[src/rtl/prewitt_pkg.sv]
// rtl/prewitt_pkg.sv - shared widths, tap indices and FSM states for the 3x3 window generator
package prewitt_pkg;
  localparam int ROWS_DEF   = 242;
  localparam int COLS_DEF   = 247;
  localparam int DATA_W_DEF = 8;
  localparam int ROW_W      = $clog2(ROWS_DEF);
  localparam int COL_W      = $clog2(COLS_DEF);
  localparam int WIN_W      = 9 * DATA_W_DEF;

  localparam int TL = 0;
  localparam int TC = 1;
  localparam int TR = 2;
  localparam int ML = 3;
  localparam int MC = 4;
  localparam int MR = 5;
  localparam int BL = 6;
  localparam int BC = 7;
  localparam int BR = 8;

  typedef enum logic [1:0] {
    FILL  = 2'd0,
    RUN   = 2'd1,
    FLUSH = 2'd2,
    DONE  = 2'd3
  } state_e;
endpackage

[src/rtl/pw_line_delay.sv]
// rtl/pw_line_delay.sv - enabled DEPTH-stage shift delay; dout is the sample shifted in DEPTH steps ago
module pw_line_delay #(
  parameter int DEPTH  = 247,
  parameter int DATA_W = 8
) (
  input  logic              clk,
  input  logic              en_i,
  input  logic [DATA_W-1:0] din_i,
  output logic [DATA_W-1:0] dout_o
);
  logic [DATA_W-1:0] mem_q [DEPTH];

  always_ff @(posedge clk) begin
    if (en_i) begin
      mem_q[0] <= din_i;
      for (int i = 1; i < DEPTH; i++) begin
        mem_q[i] <= mem_q[i-1];
      end
    end
  end

  assign dout_o = mem_q[DEPTH-1];
endmodule

[src/rtl/prewitt_window_gen.sv]
// rtl/prewitt_window_gen.sv - streaming 3x3 neighbourhood generator with zero-filled borders
module prewitt_window_gen
  import prewitt_pkg::*;
#(
  parameter int ROWS   = 242,
  parameter int COLS   = 247,
  parameter int DATA_W = 8
) (
  input  logic                      clk,
  input  logic                      rst,
  input  logic                      in_valid,
  output logic                      in_ready,
  input  logic [DATA_W-1:0]         in_pixel,
  output logic                      out_valid,
  input  logic                      out_ready,
  output logic [9*DATA_W-1:0]       out_win,
  output logic                      out_border,
  output logic [$clog2(ROWS)-1:0]   out_row,
  output logic [$clog2(COLS)-1:0]   out_col,
  output logic                      frame_done
);
  localparam int RB = $clog2(ROWS);
  localparam int CB = $clog2(COLS);
  localparam logic [RB-1:0] LAST_ROW = RB'(ROWS - 1);
  localparam logic [CB-1:0] LAST_COL = CB'(COLS - 1);

  state_e state_q, state_d;
  logic [RB-1:0] in_row_q, in_row_d, ctr_row_q, ctr_row_d;
  logic [CB-1:0] in_col_q, in_col_d, ctr_col_q, ctr_col_d;
  logic [DATA_W-1:0] tap_q [9];
  logic [DATA_W-1:0] tap_d [9];
  logic [DATA_W-1:0] ld1_out, ld2_out, col_in;
  logic [9*DATA_W-1:0] win_d, out_win_q;
  logic border_d, out_border_q, out_valid_q, out_valid_d;
  logic [RB-1:0] out_row_q;
  logic [CB-1:0] out_col_q;
  logic in_fire, out_fire, out_is_last, flush_step, step, load;

  assign in_ready = !rst && ((state_q == FILL) ||
                             (state_q == RUN && (!out_valid_q || out_ready)));
  assign in_fire     = in_valid && in_ready;
  assign out_fire    = out_valid_q && out_ready;
  assign out_is_last = (out_row_q == LAST_ROW) && (out_col_q == LAST_COL);
  // Flush stops issuing once the final window is parked on the output.
  assign flush_step  = (state_q == FLUSH) && (!out_valid_q || out_ready) &&
                       !(out_valid_q && out_is_last);
  assign step   = in_fire || flush_step;
  assign load   = (in_fire && state_q == RUN) || flush_step;
  assign col_in = in_fire ? in_pixel : '0;

  pw_line_delay #(.DEPTH(COLS), .DATA_W(DATA_W)) u_ld1 (
    .clk(clk), .en_i(step), .din_i(col_in), .dout_o(ld1_out)
  );
  pw_line_delay #(.DEPTH(COLS), .DATA_W(DATA_W)) u_ld2 (
    .clk(clk), .en_i(step), .din_i(ld1_out), .dout_o(ld2_out)
  );

  always_comb begin
    tap_d = tap_q;
    if (step) begin
      for (int r = 0; r < 3; r++) begin
        tap_d[3*r]   = tap_q[3*r+1];
        tap_d[3*r+1] = tap_q[3*r+2];
      end
      tap_d[TR] = ld2_out;
      tap_d[MR] = ld1_out;
      tap_d[BR] = col_in;
    end
  end

  // Taps are masked by the centre position so wrapped or stale pixels never leak.
  always_comb begin
    win_d = '0;
    for (int k = 0; k < 9; k++) begin
      if (!((k < 3 && ctr_row_q == '0) || (k >= 6 && ctr_row_q == LAST_ROW) ||
            (k % 3 == 0 && ctr_col_q == '0) || (k % 3 == 2 && ctr_col_q == LAST_COL))) begin
        win_d[k*DATA_W +: DATA_W] = tap_d[k];
      end
    end
    border_d = (ctr_row_q == '0) || (ctr_row_q == LAST_ROW) ||
               (ctr_col_q == '0) || (ctr_col_q == LAST_COL);
  end

  always_comb begin
    in_row_d = in_row_q;
    in_col_d = in_col_q;
    if (in_fire) begin
      if (in_col_q == LAST_COL) begin
        in_col_d = '0;
        in_row_d = (in_row_q == LAST_ROW) ? '0 : in_row_q + 1'b1;
      end else begin
        in_col_d = in_col_q + 1'b1;
      end
    end
    ctr_row_d = ctr_row_q;
    ctr_col_d = ctr_col_q;
    if (load) begin
      if (ctr_col_q == LAST_COL) begin
        ctr_col_d = '0;
        ctr_row_d = (ctr_row_q == LAST_ROW) ? '0 : ctr_row_q + 1'b1;
      end else begin
        ctr_col_d = ctr_col_q + 1'b1;
      end
    end
    out_valid_d = load ? 1'b1 : (out_fire ? 1'b0 : out_valid_q);
  end

  always_comb begin
    state_d = state_q;
    case (state_q)
      FILL:  if (in_fire && in_row_q == RB'(1) && in_col_q == '0) state_d = RUN;
      RUN:   if (in_fire && in_row_q == LAST_ROW && in_col_q == LAST_COL) state_d = FLUSH;
      FLUSH: if (out_fire && out_is_last) state_d = DONE;
      DONE:  state_d = FILL;
      default: state_d = FILL;
    endcase
  end

  always_ff @(posedge clk) begin
    if (rst) begin
      state_q      <= FILL;
      in_row_q     <= '0;
      in_col_q     <= '0;
      ctr_row_q    <= '0;
      ctr_col_q    <= '0;
      out_valid_q  <= 1'b0;
      out_win_q    <= '0;
      out_border_q <= 1'b0;
      out_row_q    <= '0;
      out_col_q    <= '0;
      for (int k = 0; k < 9; k++) tap_q[k] <= '0;
    end else begin
      state_q     <= state_d;
      in_row_q    <= in_row_d;
      in_col_q    <= in_col_d;
      ctr_row_q   <= ctr_row_d;
      ctr_col_q   <= ctr_col_d;
      out_valid_q <= out_valid_d;
      tap_q       <= tap_d;
      if (load) begin
        out_win_q    <= win_d;
        out_border_q <= border_d;
        out_row_q    <= ctr_row_q;
        out_col_q    <= ctr_col_q;
      end
    end
  end

  assign out_valid  = out_valid_q;
  assign out_win    = out_win_q;
  assign out_border = out_border_q;
  assign out_row    = out_row_q;
  assign out_col    = out_col_q;
  assign frame_done = (state_q == DONE);
endmodule

[config.mk]
export PLATFORM = sky130hd
export DESIGN_NAME = prewitt_window_gen
export DESIGN_NICKNAME = d
export VERILOG_FILES = /design/src/rtl/prewitt_pkg.sv /design/src/rtl/pw_line_delay.sv /design/src/rtl/prewitt_window_gen.sv
export SDC_FILE = /design/constraint.sdc
export NUM_CORES = 2
export LEC_CHECK = 0
export ABC_AREA = 1
export BUFFER_PORTS_ARGS = -buffer_cell sky130_fd_sc_hd__buf_2
export CORE_MARGIN = 4
export CORE_UTILIZATION = 55
export DETAILED_ROUTE_END_ITERATION = 16
export PLACE_DENSITY = 0.71
export REMOVE_ABC_BUFFERS = 1
export SYNTH_ARGS = -nofsm -noshare
export SYNTH_HDL_FRONTEND = slang
export SYNTH_SLANG_ARGS = --single-unit
[constraint.sdc]
create_clock -name clk -period 84.3 [get_ports clk]
set_input_delay 16.86 -clock clk [delete_from_list [all_inputs] [get_ports clk]]
set_output_delay 16.86 -clock clk [all_outputs]
set_load 0.05 [all_outputs]
==> results.py <==
metrics = {
    "detailed_routing": {
        "vias": 46200,
        "wl_met3_um": 9300,
        "met2_length_um": 80700,
        "ant_nets": 0,
        "drt-met1-wl_um": 82100,
        "post_drt_wl_per_cell_um": 20.0,
        "wirelength_um": 178000,
        "topRoutingLayerUsed": "met4",
        "drt_iter0_drc": 4991,
        "first_pass_iters": 5,
        "remaining_drc_errors": 0,
        "vias_per_cell": 5.20,
    },
    "sta": {
        "tightest_slew_ps": 1160,
        "holdWs_ps": 379,
        "relSlewSlack_pct": 22.7,
        "period_share_pct": 41.6,
        "fin_setup_tns_ps": 0,
        "setup_viol": 0,
        "rsz0062_at_grt": "false",
        "final.min_clock_period_ps": 35050,
        "hold_viol": 0,
        "fin_skew_ps": 63.7,
        "slew_viol_final": 0,
        "setup_slack_ps": 49250,
        "fmax_mhz": 28.5,
    },
    "synthesis": {
        "ys.flop_type": "edfxtp_1",
        "yosysWarnings": 0,
        "synthTopCellsByCount": "edfxtp_1 (3952), nand2_1 (346), dfxtp_1 (196)",
        "yosys.area.top_type": "edfxtp_1",
        "ys_seq_area_share_pct": 96.6,
        "synthCells": 5090,
        "synthTopCellsByArea": "edfxtp_1 (93%), dfxtp_1 (3.1%), nand2_1 (1.0%)",
        "avgSynthCellArea_um2": 24.9,
        "synth.distinct_cells": 36,
        "synth_edf_count": 3952,
        "yosysTopAreaCellShare_pct": 93.5,
        "async_flop_share_pct": 0,
        "synth_seq_cells": 4148,
        "synth.most_common_cell": "edfxtp_1",
        "syn_area_um2": 127000,
    },
    "clock_network": {
        "cts_resized": 0,
        "htree_num_levels": 5,
        "cts.sink_count": 4148,
        "ctsHoldBuffers": 0,
        "post-cts-setup-buffer-count": 0,
        "cts_buffer_depth": 4,
        "clk_pin_slew_ps": 60,
        "cts-buffers-inserted": 389,
        "cts-root-buf": "clkbuf_16",
        "insertion_delay_ps": 940,
        "cts_tree": "done",
    },
    "worst_setup_path": {
        "worstSetupEndpointType": "primary output",
        "worstPathRequired_ps": 67440,
        "rrSetupSlack_ps": 76770,
        "start_kind": "primary input",
        "arrival_ps": 18190,
        "cpPeakStageDelay_ps": 520,
        "rr_endpoint": "out_win[39]",
        "path_max_fanout": 2,
        "slowest_stage": "a21oi_1",
        "crit_type": "primary input to primary output",
        "r2r-start": "state_q[0]",
        "r2r.worst_path.cells": 15,
        "path_cells": "buf_2, inv_1, nand2_1, nand2_1, a21oi_1, buf_2",
    },
    "worst_hold_path": {
        "min_to": "u_ld1.mem_q[1][192]",
        "holdPathStages": 0,
        "min_from": "u_ld1.mem_q[1][184]",
        "hold_path_class": "flip-flop to flip-flop",
    },
    "power": {
        "power_density_nw_per_um2": 39.0,
        "ir_drop_mv": 0.0351,
        "leakage_uw": 0.0477,
    },
    "placement": {
        "io_buffers": 103,
        "dpl.hpwl_um": 73200,
        "place_ws_ps": 49110,
        "place_area_um2": 131000,
        "gp_congestion": 0.744,
    },
    "finish": {
        "stdcell_area_um2": 144000,
        "nets": 5595,
        "antenna_cells": 0,
        "area_growth_pct": 13.2,
        "final_util_pct": 62.5,
        "drive_above_1_share_pct": 12.0,
    },
    "global_routing": {
        "grt_overflow": 0,
        "grt_max_degree": 218,
        "grt_pass1_wl_um": 274000,
        "track_usage_pct": 14.9,
        "grt_pass1_vias": 45700,
        "antenna_found_initial": 6,
    },
    "run": {
        "max_cap_viol_count": 0,
    },
    "floorplan": {
        "core_um2": 230000,
        "die_h_um": 488,
        "rows": 176,
        "die_w_um": 488,
        "ios": 104,
        "dieArea_um2": 239000,
        "initial_core_util_pct": 55.2,
    },
    "outcome": {
        "status": "complete, no violations",
    },
}
final cells by class:
cell class              instances  area, µm²
repair buffers                146        928
clock inverters               219       2100
multi-input cells             789       3770
flip-flops and latches       4148     123000
well taps                    3026       3790
clock buffers                 473      10200
inverters                      93        350
fillers                     14700      86200
per-layer routing:
layer,GRT usage [%],vias to the layer above
met5,0,-
met4,5.34,0
met2,22.0,1243
li1,-,20900
met1,22.5,23800
met3,2.94,375
worst max path at each step:
stage / from / endpoint / slack [ps] / cells past startpoint
2_1_floorplan: out_ready / u_ld1.mem_q[0][0] / 12360 / 6
3_3_place_gp: out_ready / in_ready / 49080 / 6
3_5_place_dp: out_ready / in_ready / 49110 / 6
4_1_cts: out_ready / in_ready / 49100 / 6
5_1_grt: out_ready / in_ready / 49160 / 6
6_report: out_ready / in_ready / 49250 / 6
state kept, by name, indices dropped and copies added (netlist names), 72 cells and up:
register,cells
out_win,72
tap_q,72
u_ld1.mem_q,1976
u_ld2.mem_q,1976
through the flow:
step | power, µW | std cells
after global placement | 3900 | 8202
after detailed placement | 3920 | 8202
after floorplan | 5880 | 5030
final | 5610 | 8894
after global routing | 5870 | 8894
after CTS | 5690 | 8894
critical path: cells and delay by family:
kind	cells	cell delay, ps
AO/OA/AOI/OAI	1	520
AND/OR/NAND/NOR	2	180
buffers and inverters	3	610
logic make-up (layout without fill, tap and decap cells):
group	after synthesis	after routing	synth area share (%)
AO/OA/AOI/OAI	138	138	0.550
XOR/XNOR	9	9	0.0621
adder cells (fa/ha/maj)	16	16	0.158
buffers and inverters	153	931	0.516
flip-flops	4148	4148	96.6
AND/OR/NAND/NOR	626	626	2.16
cell usage in the layout (no fill, tap or decap), types with 23 or more instances in the layout:
| cell | netlist | layout |
|---|---|---|
| clkinv_1 | 0 | 91 |
| clkinv_2 | 0 | 64 |
| buf_2 | 19 | 102 |
| clkbuf_1 | 23 | 71 |
| clkbuf_16 | 0 | 392 |
| o21ai_0 | 23 | 23 |
| nor2_1 | 53 | 52 |
| nand2_1 | 346 | 345 |
| edfxtp_1 | 3952 | 3952 |
| buf_4 | 13 | 37 |
| nand3_1 | 170 | 170 |
| a21oi_1 | 105 | 105 |
| dfxtp_1 | 196 | 196 |
| bufinv_16 | 0 | 40 |
| inv_1 | 88 | 88 |
power breakdown:
group / internal, µW / switching (µW) / leakage [µW]
combinational: 34.4 / 426 / 0.00287
sequential: 3250 / 200 / 0.0389
clock: 982 / 718 / 0.00602
No activity file was read; power rests on OpenSTA's default activity.
